[config.mk]
export PLATFORM = sky130hd
export DESIGN_NAME = posit_mul_sequencer_flat
export DESIGN_NICKNAME = d
export VERILOG_FILES = /design/src/rtl/posit_mul_sequencer_if.sv /design/src/rtl/posit_mul_sequencer.sv /design/src/flat_wrapper.sv
export SDC_FILE = /design/constraint.sdc
export NUM_CORES = 1
export LEC_CHECK = 0
export BUFFER_PORTS_ARGS = -buffer_cell sky130_fd_sc_hd__buf_2
export CAP_MARGIN = 10
export CORE_MARGIN = 10
export CORE_UTILIZATION = 45
export CTS_BUF_LIST = sky130_fd_sc_hd__clkbuf_8
export DETAILED_ROUTE_END_ITERATION = 10
export GPL_ROUTABILITY_DRIVEN = 0
export HOLD_SLACK_MARGIN = 0.06
export PLACE_DENSITY = 0.67
export SKIP_LAST_GASP = 1
export SYNTH_ARGS = -nofsm -noshare
export SYNTH_HDL_FRONTEND = slang
export SYNTH_SLANG_ARGS = --single-unit
[constraint.sdc]
create_clock -name clk -period 3.1 [get_ports clk]
set_input_delay 0.155 -clock clk [delete_from_list [all_inputs] [get_ports clk]]
set_output_delay 0.155 -clock clk [all_outputs]
set_load 0.03 [all_outputs]
[src/rtl/posit_mul_sequencer_if.sv]
// Host-side request/result handshake for the posit multiply sequencer.
// master = host, slave = sequencer.
interface posit_mul_sequencer_if;
  logic req_valid;
  logic req_ready;
  logic result_valid;
  logic result_ack;
  logic err_clear;

  modport master (
    output req_valid,
    output result_ack,
    output err_clear,
    input  req_ready,
    input  result_valid
  );

  modport slave (
    input  req_valid,
    input  result_ack,
    input  err_clear,
    output req_ready,
    output result_valid
  );
endinterface

[src/rtl/posit_mul_sequencer.sv]
// Steps decode -> multiply -> adjust -> encode via start/done/recieved, at least 3 cycles per stage.
// One op in flight; req_ready only in IDLE, result held until result_ack, stalled stages time out to ERR.
module posit_mul_sequencer #(
  parameter int TIMEOUT_CYCLES = 255,
  parameter int CNT_W          = 8,
  parameter int OPCNT_W        = 16
) (
  input  logic               clk,
  input  logic               rst_n,
  posit_mul_sequencer_if.slave host,
  output logic               dec_start,
  output logic               mul_start,
  output logic               adj_start,
  output logic               enc_start,
  input  logic               dec_done,
  input  logic               mul_done,
  input  logic               adj_done,
  input  logic               enc_done,
  output logic               dec_recieved,
  output logic               mul_recieved,
  output logic               adj_recieved,
  output logic               enc_recieved,
  output logic               busy,
  output logic [1:0]         stage_id,
  output logic               err_timeout,
  output logic [OPCNT_W-1:0] op_count
);

  typedef enum logic [2:0] {
    S_IDLE,
    S_START,
    S_WAIT,
    S_ACK,
    S_OUT,
    S_ERR
  } state_t;

  localparam logic [CNT_W-1:0] CNT_LAST = CNT_W'(TIMEOUT_CYCLES - 1);

  state_t             state_q, state_d;
  logic [1:0]         stage_q, stage_d;
  logic [CNT_W-1:0]   cnt_q, cnt_d;
  logic [OPCNT_W-1:0] opcnt_q, opcnt_d;
  logic [3:0]         start_q, start_d;
  logic [3:0]         rcv_q, rcv_d;
  logic               req_ready_q;
  logic               busy_q;
  logic               result_valid_q;
  logic               err_q;
  logic [1:0]         stage_id_q;

  logic [3:0] done_vec;
  logic       done_sel;
  logic       timeout_hit;

  assign done_vec    = {enc_done, adj_done, mul_done, dec_done};
  assign done_sel    = done_vec[stage_q];
  assign timeout_hit = (cnt_q == CNT_LAST);

  always_comb begin
    state_d = state_q;
    stage_d = stage_q;
    cnt_d   = cnt_q;
    opcnt_d = opcnt_q;

    case (state_q)
      S_IDLE: begin
        stage_d = 2'd0;
        if (host.req_valid) begin
          state_d = S_START;
        end
      end

      S_START: begin
        cnt_d   = '0;
        state_d = S_WAIT;
      end

      // done beats a simultaneous timeout
      S_WAIT: begin
        if (done_sel) begin
          cnt_d   = '0;
          state_d = S_ACK;
        end else if (timeout_hit) begin
          state_d = S_ERR;
        end else begin
          cnt_d = cnt_q + CNT_W'(1);
        end
      end

      // recieved stays up until the stage actually drops done
      S_ACK: begin
        if (!done_sel) begin
          cnt_d = '0;
          if (stage_q == 2'd3) begin
            state_d = S_OUT;
          end else begin
            stage_d = stage_q + 2'd1;
            state_d = S_START;
          end
        end else if (timeout_hit) begin
          state_d = S_ERR;
        end else begin
          cnt_d = cnt_q + CNT_W'(1);
        end
      end

      S_OUT: begin
        if (host.result_ack) begin
          opcnt_d = opcnt_q + OPCNT_W'(1);
          stage_d = 2'd0;
          state_d = S_IDLE;
        end
      end

      S_ERR: begin
        if (host.err_clear) begin
          stage_d = 2'd0;
          state_d = S_IDLE;
        end
      end

      default: begin
        stage_d = 2'd0;
        state_d = S_IDLE;
      end
    endcase

    start_d = (state_d == S_START) ? (4'b0001 << stage_d) : 4'b0000;
    rcv_d   = (state_d == S_ACK)   ? (4'b0001 << stage_d) : 4'b0000;
  end

  // outputs are flopped from next-state so they line up with the state they describe
  always_ff @(posedge clk or negedge rst_n) begin
    if (!rst_n) begin
      state_q        <= S_IDLE;
      stage_q        <= 2'd0;
      cnt_q          <= '0;
      opcnt_q        <= '0;
      start_q        <= 4'b0000;
      rcv_q          <= 4'b0000;
      req_ready_q    <= 1'b1;
      busy_q         <= 1'b0;
      result_valid_q <= 1'b0;
      err_q          <= 1'b0;
      stage_id_q     <= 2'd0;
    end else begin
      state_q        <= state_d;
      stage_q        <= stage_d;
      cnt_q          <= cnt_d;
      opcnt_q        <= opcnt_d;
      start_q        <= start_d;
      rcv_q          <= rcv_d;
      req_ready_q    <= (state_d == S_IDLE);
      busy_q         <= (state_d != S_IDLE);
      result_valid_q <= (state_d == S_OUT);
      err_q          <= (state_d == S_ERR);
      stage_id_q     <= stage_d;
    end
  end

  assign host.req_ready    = req_ready_q;
  assign host.result_valid = result_valid_q;

  assign dec_start    = start_q[0];
  assign mul_start    = start_q[1];
  assign adj_start    = start_q[2];
  assign enc_start    = start_q[3];
  assign dec_recieved = rcv_q[0];
  assign mul_recieved = rcv_q[1];
  assign adj_recieved = rcv_q[2];
  assign enc_recieved = rcv_q[3];

  assign busy        = busy_q;
  assign stage_id    = stage_id_q;
  assign err_timeout = err_q;
  assign op_count    = opcnt_q;

endmodule

[src/flat_wrapper.sv]
// flat-port wrapper written by rule: the top's interface ports become plain ports
module posit_mul_sequencer_flat 
#(
  parameter int TIMEOUT_CYCLES = 255,
  parameter int CNT_W          = 8,
  parameter int OPCNT_W        = 16
)
  (clk, rst_n, dec_start, mul_start, adj_start, enc_start, dec_done, mul_done, adj_done, enc_done, dec_recieved, mul_recieved, adj_recieved, enc_recieved, busy, stage_id, err_timeout, op_count, host_req_valid, host_result_ack, host_err_clear, host_req_ready, host_result_valid);
  posit_mul_sequencer_if host_i ();
  input  logic clk;
  input  logic rst_n;
  output logic dec_start;
  output logic mul_start;
  output logic adj_start;
  output logic enc_start;
  input  logic dec_done;
  input  logic mul_done;
  input  logic adj_done;
  input  logic enc_done;
  output logic dec_recieved;
  output logic mul_recieved;
  output logic adj_recieved;
  output logic enc_recieved;
  output logic busy;
  output logic [1:0] stage_id;
  output logic err_timeout;
  output logic [OPCNT_W-1:0] op_count;
  input wire logic [$bits(host_i.req_valid)-1:0] host_req_valid;
  input wire logic [$bits(host_i.result_ack)-1:0] host_result_ack;
  input wire logic [$bits(host_i.err_clear)-1:0] host_err_clear;
  output wire logic [$bits(host_i.req_ready)-1:0] host_req_ready;
  output wire logic [$bits(host_i.result_valid)-1:0] host_result_valid;
  assign host_i.req_valid = host_req_valid;
  assign host_i.result_ack = host_result_ack;
  assign host_i.err_clear = host_err_clear;
  assign host_req_ready = host_i.req_ready;
  assign host_result_valid = host_i.result_valid;
  posit_mul_sequencer #(.TIMEOUT_CYCLES(TIMEOUT_CYCLES), .CNT_W(CNT_W), .OPCNT_W(OPCNT_W)) u_core (.clk(clk), .rst_n(rst_n), .host(host_i), .dec_start(dec_start), .mul_start(mul_start), .adj_start(adj_start), .enc_start(enc_start), .dec_done(dec_done), .mul_done(mul_done), .adj_done(adj_done), .enc_done(enc_done), .dec_recieved(dec_recieved), .mul_recieved(mul_recieved), .adj_recieved(adj_recieved), .enc_recieved(enc_recieved), .busy(busy), .stage_id(stage_id), .err_timeout(err_timeout), .op_count(op_count));
endmodule
Word level (Yosys, flattened, before mapping)
Index checks and enable logic that the tools add are counted.
Widths: inputs -> output; s select.
{ "word_totals": {"latch_bits": 0, "reg_bits": 41, "mem_bits_rw": 0, "rom_bits": 0, "memories": 0, "out_inout_bits": 30} }
{ "classes": {"n_reduce_logical": 6, "bitwise_logic": 0, "div_mod_pow": 0, "n_shift": 1, "multipliers": 0, "n_lt_le_gt_ge": 1, "n_eq_ne": 11, "n_addsub": 3, "mux": 21} }
{ "ops": {"columns": ["cell", "n"], "rows": [
  ["$mux 8", 3],
  ["$pmux 8 s3", 1],
  ["$mux 3", 7],
  ["$pmux 3 s6", 1],
  ["$add 16x1->16 const B", 1],
  ["$eq 3x3->1 const B", 4],
  ["$eq 3x2->1 const B", 3],
  ["$add 8x1->8 const B", 1],
  ["$eq 8x8->1 const B", 1],
  ["$mux 2", 4],
  ["$mux 4", 2],
  ["$pmux 2 s4", 1],
  ["$eq 3x1->1 const B", 2],
  ["$logic_not 3->1", 2],
  ["$reduce_bool 3->1", 2],
  ["$shl 1x2->4 const A", 1],
  ["$lt 2x3->1 const B", 1],
  ["$add 2x1->2 const B", 1],
  ["$bmux 1 s2", 1],
  ["$eq 2x2->1 const B", 1],
  ["$reduce_and 2->1", 1],
  ["$reduce_or 2->1", 1],
  ["$mux 1", 1]
]} }

Longest topological paths before layout
Gate-level depths: netlist of the first run.
{ "depth": {"word_depth": 6, "mapped_depth": 7, "depth_no_buf": 7} }

Least setup slack after synthesis of the first run
No wires, ideal clock.
{ "synth_path": {"path_kind": "register -> register", "start": "reg u_core.stage_q[0]", "end": "reg u_core.busy_q (netlist: u_core.busy)", "setup_ps": 131, "path_buffers": 0, "path_stages_with_launch": 6, "t_required_ps": 2969, "arrival_time_ps": 2032, "slack_ps": 937, "path_cell_list": "dfrtp_1 mux4_2 a22o_2 a31oi_4 inv_2 or3_1"} }
{ "synth_between": {"elab_chain_cells": 5} }
{ "synth_rtl": {"columns": ["item", "line", "text"], "rows": [
  ["from (decl)", "posit_mul_sequencer.sv:41", "logic [1:0] stage_q, stage_d;"],
  ["from (signal assigned)", "posit_mul_sequencer.sv:149", "stage_q <= stage_d;"],
  ["$bmux 1 s2 (*)", "posit_mul_sequencer.sv:57", "assign done_sel = done_vec[stage_q];"],
  ["$mux 1 (implied by the code) (*)", "posit_mul_sequencer.sv:57", null],
  ["$mux 3, on equally long branches", "posit_mul_sequencer.sv:93, posit_mul_sequencer.sv:81", null],
  ["$pmux 3 s6 (*)", "posit_mul_sequencer.sv:66", "case (state_q)"],
  ["named net u_core.state_d[1]", "posit_mul_sequencer.sv:40", "state_t state_q, state_d;"],
  ["$reduce_bool 3->1 (*)", "posit_mul_sequencer.sv:155", "busy_q <= (state_d != S_IDLE);"],
  ["to (signal assigned)", "posit_mul_sequencer.sv:155", null],
  ["to (decl)", "posit_mul_sequencer.sv:47", "logic busy_q;"]
]} }
The timed path passes the listed nets; every way through them passes the cells marked *. The select of a mux whose other input is x is not followed.
A chain may end at the register's enable or synchronous reset.

Worst setup path in the final report of the first run
{ "layout_path": {"start": "reg u_core.state_q[0]", "end": "reg u_core.opcnt_q[15] (netlist: u_core.op_count[15])"} }
{ "layout_between": {"elab_chain_cells": 2} }
{ "layout_rtl": {"columns": ["item", "line", "text"], "rows": [
  ["from (decl)", "posit_mul_sequencer.sv:40", null],
  ["from (signal assigned)", "posit_mul_sequencer.sv:148", "state_q <= state_d;"],
  ["$eq 3x3->1", "posit_mul_sequencer.sv:66", null],
  ["$reduce_and 2->1 (no line)", null, null],
  ["to (signal assigned)", "posit_mul_sequencer.sv:151", "opcnt_q <= opcnt_d;"],
  ["to (decl)", "posit_mul_sequencer.sv:43", "logic [OPCNT_W-1:0] opcnt_q, opcnt_d;"]
]} }
Every way passes these cells.

==> results of run 1 <==
## kinds of logic (layout without fill, tap and decap cells)
kind of cell             Yosys count  after routing
multiplexers                       4              4
AO/OA/AOI/OAI                     43             43
adder cells (fa/ha/maj)            3              3
XOR/XNOR                          15             15
AND/OR/NAND/NOR                   78             78
buffers and inverters             18             60
flip-flops                        41             41
## synthesized netlist by cell type, types with 2 or more instances
cell type / n / area, µm²
xnor2_1: 6 / 52.6
o211ai_1: 2 / 15.0
inv_2: 2 / 7.51
o22ai_1: 2 / 12.5
nor2b_1: 2 / 12.5
inv_1: 11 / 41.3
nand3b_1: 2 / 15.0
nor3_1: 9 / 45.0
a2111o_1: 2 / 22.5
mux2_2: 3 / 33.8
nor2_1: 9 / 33.8
nand3_1: 10 / 50.1
a31oi_1: 2 / 12.5
dfrtp_1: 40 / 1000
o2111ai_1: 2 / 17.5
a21oi_1: 11 / 55.1
or3b_2: 2 / 17.5
nor4_1: 8 / 50.1
nand2_1: 16 / 60.1
buf_2: 3 / 15.0
a21o_1: 2 / 15.0
ha_1: 3 / 37.5
nand4_1: 5 / 31.3
xor2_1: 9 / 78.8
and3_1: 4 / 25.0
o21ai_0: 10 / 50.1
## critical path, cell delays in order (launching register included)
cell	delay, ps
dfrtp_1	580
nor4bb_1	380
buf_4	210
nand4_1	290
nor4_1	420
xor2_1	170
## flip-flops by register name, indices dropped and copies added (netlist names)
| register | flops |
|---|---|
| u_core.busy | 1 |
| u_core.cnt_q | 8 |
| u_core.err_timeout | 1 |
| u_core.host.req_ready | 1 |
| u_core.host.result_valid | 1 |
| u_core.op_count | 16 |
| u_core.rcv_q | 4 |
| u_core.stage_q | 2 |
| u_core.start_q | 4 |
| u_core.state_q | 3 |
## final cells by class
type | instances | area (µm²) | share of cell area [%]
Clock buffer | 5 | 68.8 | 2.83
Clock inverter | 2 | 35.0 | 1.44
Inverter | 13 | 48.8 | 2.01
Multi-Input combinational cell | 143 | 980 | 40.3
Sequential cell | 41 | 1030 | 42.2
Tap cell | 52 | 65.1 | 2.67
Timing Repair Buffer | 40 | 208 | 8.54
## per-layer routing
metal,routed length (µm),vias to the layer above
li1,-,822
met1,2170,777
met2,2130,45
met3,420,6
met4,65,0
met5,0,-
## power by group
part | switching [mW] | internal [mW] | total (mW) | leakage (nW)
logic | 0.428 | 0.236 | 0.664 | 0.600
registers | 0.0985 | 0.608 | 0.706 | 0.543
clock network | 0.180 | 0.234 | 0.414 | 0.0540
total | 0.707 | 1.08 | 1.78 | 1.20
## worst max path at each step
stage | from | endpoint | slack [ps] | depth (start not counted)
global route | u_core.state_q[0] | u_core.op_count[15] | 720 | 5
floorplan | u_core.stage_q[0] | u_core.busy | 940 | 5
global placement | u_core.state_q[0] | u_core.start_q[2] | 1060 | 4
detailed placement | u_core.stage_q[0] | u_core.busy | 1000 | 5
finish | u_core.state_q[0] | u_core.op_count[15] | 980 | 5
CTS | u_core.stage_q[0] | u_core.busy | 980 | 5
## stage by stage
step / power [mW] / std cells
3_5_place_dp: 1.38 / 288
2_1_floorplan: 1.21 / 202
3_3_place_gp: 1.37 / 288
5_1_grt: 1.91 / 296
4_1_cts: 1.80 / 296
6_report: 1.78 / 296
## repair_timing
action	4_1_cts	5_1_grt
hold buffers	1	0
endpoints found under the hold margin	40	0
endpoints found under the setup margin	0	0
==> impl_metrics.yaml, run 1 <==
grt:
  grt_pass1_vias: 1671
  grt_pass1_wl_mm: 7.89
  grt_usage_pct: 12.8
  top_usage_layer: "met2"
  grtUsageMet3_pct: 4.36
  met2_usage_pct: 20.8
  grt_max_degree: 42
  antenna_found_initial: 0
  grt_use_met1_pct: 15.5
  grt_overflow: 0
final_layout:
  stdcell_area_um2: 2430
  drive_above_1_share_pct: 25.4
  fillers: 392
  syn_to_final_growth_pct: 17.0
  final_nets: 256
  num_antenna_cells: 0
  final_cell_mix: "40 x dfrtp_1, 38 x buf_2, 16 x nand2_1, 11 x inv_1, 11 x a21oi_1"
  mostFrequentLayoutCell: "dfrtp_1"
  final_util_pct: 55.1
synth:
  syn_nets: 214
  synthesis.area_um2: 2080
  synth_warnings: 0
  synth_area_per_cell_um2: 10.3
  synth_ff_type: "dfrtp_1"
  synthAdderAreaFrac_pct: 1.81
  synthSimpleGateAreaFrac_pct: 21.0
  synth_top_family_by_area: "simple AND/OR/NAND/NOR gates"
  synth_cell_types: 51
  synth_edf_count: 0
  synth_seq_area_share_pct: 49.4
  yosys_register_bits: 41
  synth_xor_area_share_pct: 6.32
  synth-compound-area-share_pct: 15.4
  syn_inst: 202
  async_flop_share_pct: 100
  muxShareOfSynthArea_pct: 2.71
pwr:
  p_leak_nw: 1.20
  ir_drop_mv: 0.408
  p_per_area_nw_per_um2: 734
routing:
  wl_per_cell_um: 16.2
  viasPerCell: 5.57
  dr_total_vias: 1650
  drt_iter0_drc: 76
  firstDrtPassIters: 4
  ant_nets: 0
  drc: 0
  wl_mm: 4.79
setup_path:
  r2r_start: "u_core.state_q[0]"
  cp_data_required_time_ps: 3320
  crit_type: "flop to flop"
  r2r-end: "u_core.op_count[15]"
  cp-end-kind: "flop"
  reg2reg_slack_ps: 980
  path_max_fanout: 17
  critPathArrivalTime_ps: 2340
  r2r_cells: 5
  cp-start-kind: "flop"
place:
  dp_slack_ps: 1000
  port_buffers: 38
  place_area_um2: 2320
  place_hpwl_mm: 3.54
floorplan:
  core_um2: 4410
  dieArea_um2: 7740
  boundaryPins: 39
  die_w_um: 88.0
  initial_core_util_pct: 47.1
  die_h_um: 88.0
  std_cell_rows: 24
clocking:
  post_cts_buffers: 0
  insertion_delay_ps: 290
  h-tree-depth: 2
  ctsResizeCount: 0
  cts_num_sinks: 41
  cts-buffers-inserted: 5
  clkTransAtPathRegs_ps: 80
  root_buffer: "clkbuf_8"
  cts_buffer_depth: 2
  cts_tree: "done"
sta:
  setup_tns_ps: 0
  skew_ps: 3.91
  tightestPinTransition_ps: 892
  fin_worst_hold_slack_ps: 130
  setup_viol: 0
  setup_ws_ps: 981
  hold_viol: 0
  rsz0062_at_grt: "false"
  slew_headroom_pct: 40.6
  final_max_slew_viol_count: 0
  fin_crit_sh_pct: 68.4
  period_minus_slack_ps: 2120
  max_freq_mhz: 472
hold_path:
  min_path_type: "input port to flop"
  hold_path_end: "u_core.start_q[0]"
  min_path_cells: 2
  min-delay-start: "host_req_valid"
outcome:
  outcome: "complete, no violations"
job:
  cap_violations: 0
Note: power is estimated with default switching activity, not from simulation.
==> run 2, diff against run 1 <==
- clock period: 3.1 -> 2.1 ns (I/O delays scaled with it)
==> run 2 against run 1 <==
First-iteration DRC count is 1.3% lower. Maximum frequency up 3.7%. Die area did not move. Via count is 3.6% higher. Flip-flop and latch count is the same. Sequential share of layout area fell by 1.7 points. Total power increased by 57%. Core utilization is 2.4 points higher. Clock-buffer cell count up 1. Largest cell class unchanged. Largest power group is now combinational cells. Highest routed layer unchanged.
==> impl_metrics.yaml, run 2 (synthesis results as in run 1) <==
outcome:
  outcome: "complete, no violations"
floorplan:
  std_cell_rows: 24
  dieArea_um2: 7740
  boundaryPins: 39
  die_w_um: 88.0
  core_um2: 4410
  die_h_um: 88.0
  initial_core_util_pct: 47.1
grt:
  grt_pass1_wl_mm: 8.11
  grt_overflow: 0
  antenna_found_initial: 0
  grt_usage_pct: 13.1
  grt_pass1_vias: 1700
  grt_max_degree: 28
final_layout:
  drive_above_1_share_pct: 29.6
  syn_to_final_growth_pct: 22.2
  final_nets: 268
  mostFrequentLayoutCell: "dfrtp_1"
  largest_reg_flops: 16
  num_antenna_cells: 0
  final_cell_mix: "39 x dfrtp_1, 38 x buf_2, 16 x nand2_1, 13 x buf_4"
routing:
  ant_nets: 0
  viasPerCell: 5.53
  wl_per_cell_um: 15.7
  dr_total_vias: 1709
  firstDrtPassIters: 4
  drc: 0
  wl_mm: 4.86
  drt_iter0_drc: 75
setup_path:
  cp-end-kind: "flop"
  path_max_fanout: 8
  r2r_start: "u_core.stage_q[0]"
  endpoint: "u_core.busy"
  cp-startpoint: "u_core.stage_q[0]"
  cp_data_required_time_ps: 2260
  r2r-end: "u_core.busy"
  r2r_cells: 5
  crit_type: "flop to flop"
  reg2reg_slack_ps: 60
  critPathArrivalTime_ps: 2210
  cp-start-kind: "flop"
place:
  place_hpwl_mm: 3.67
  port_buffers: 38
pwr:
  ir_drop_mv: 0.692
  pwr-share-seq_pct: 35.6
  p_sw_share_pct: 38.5
  intPower_mw: 1.73
  pwr-share-comb_pct: 40.9
  switchingPower_mw: 1.08
  p_per_area_nw_per_um2: 1110
  power_frac_clock_pct: 23.5
  p_leak_nw: 1.26
hold_path:
  min_path_type: "input port to flop"
sta:
  skew_ps: 2.29
  final_max_slew_viol_count: 0
  rsz0062_at_grt: "true"
  period_minus_slack_ps: 2040
  tightestPinTransition_ps: 414
  setup_tns_ps: 0
  setup_viol: 0
  hold_viol: 0
  fin_worst_hold_slack_ps: 87.7
  slew_headroom_pct: 72.3
  max_freq_mhz: 490
  fin_crit_sh_pct: 97.3
clocking:
  clkTransAtPathRegs_ps: 80
  cts_num_sinks: 41
  insertion_delay_ps: 290
  h-tree-depth: 2
  cts_buffer_depth: 2
  cts_tree: "done"
  cts-buffers-inserted: 5
  root_buffer: "clkbuf_8"
job:
  cap_violations: 0
==> run 2: changes by cell type in the layout (fill, tap and decap cells not counted), sizes merged <==
cell	before	now
buf	39	51
clkbuf	5	6
clkinvlp	0	1
clkinv	1	0
==> run 2: critical path, cell delays in order (launching register included) <==
cell and delay [ps]:
dfrtp_2 390, mux4_2 580, a21o_1 210, a221oi_4 340, inv_2 70, or3_1 320
==> run 2: timing repair <==
item | in CTS | in global routing
hold buffers | 1 | 0
buffers inserted | 0 | 2
gates resized for setup | 0 | 0
endpoints found under the hold margin | 14 | 0
setup endpoints to repair | 0 | 1
==> run 2: how the worst min path moves through the flow <==
stage	startpoint	to	slack, ps	depth (start not counted)
floorplan	rst_n	u_core.busy	-190	0
global placement	rst_n	u_core.op_count[0]	30	1
detailed placement	rst_n	u_core.op_count[0]	20	1
CTS	host_req_valid	u_core.start_q[0]	80	2
global route	host_req_valid	u_core.start_q[0]	70	2
finish	host_req_valid	u_core.start_q[0]	90	2
==> run 2: per-layer routing <==
| metal | track usage (%) | wire length, µm | up-vias |
|---|---|---|---|
| met5 | 0 | 0 | - |
| met4 | 3.77 | 43 | 0 |
| met3 | 4.74 | 399 | 4 |
| met2 | 19.7 | 2230 | 47 |
| met1 | 17.1 | 2180 | 816 |
| li1 | - | - | 842 |
==> run 2: power groups by stage <==
stage	registers, mW	clock network (mW)	logic (mW)
after global placement	1.01	0	1.09
after CTS	1.00	0.682	1.11
final	0.998	0.661	1.15
after detailed placement	1.02	0	1.10
after floorplan	1.12	0	0.672
after global routing	1.01	0.721	1.27
==> run 2: through the flow <==
step	cell area, µm²	worst slack, ps	std cells	power, mW	util, %
after floorplan	2080	44.4	202	1.79	-
after global placement	2390	115	298	2.10	54.3
after detailed placement	2390	40.9	298	2.12	54.3
after CTS	2520	31.2	307	2.79	57.2
after global routing	2540	-34.8	309	3.00	57.5
final	2540	57.2	309	2.81	57.5
==> run 2: layout make-up <==
cell class / instances / area, µm²
multi-input cells: 143 / 980
repair buffers: 52 / 298
flip-flops and latches: 41 / 1030
clock inverters: 2 / 37.5
fillers: 403 / 1870
inverters: 13 / 48.8
clock buffers: 6 / 82.6
well taps: 52 / 65.1
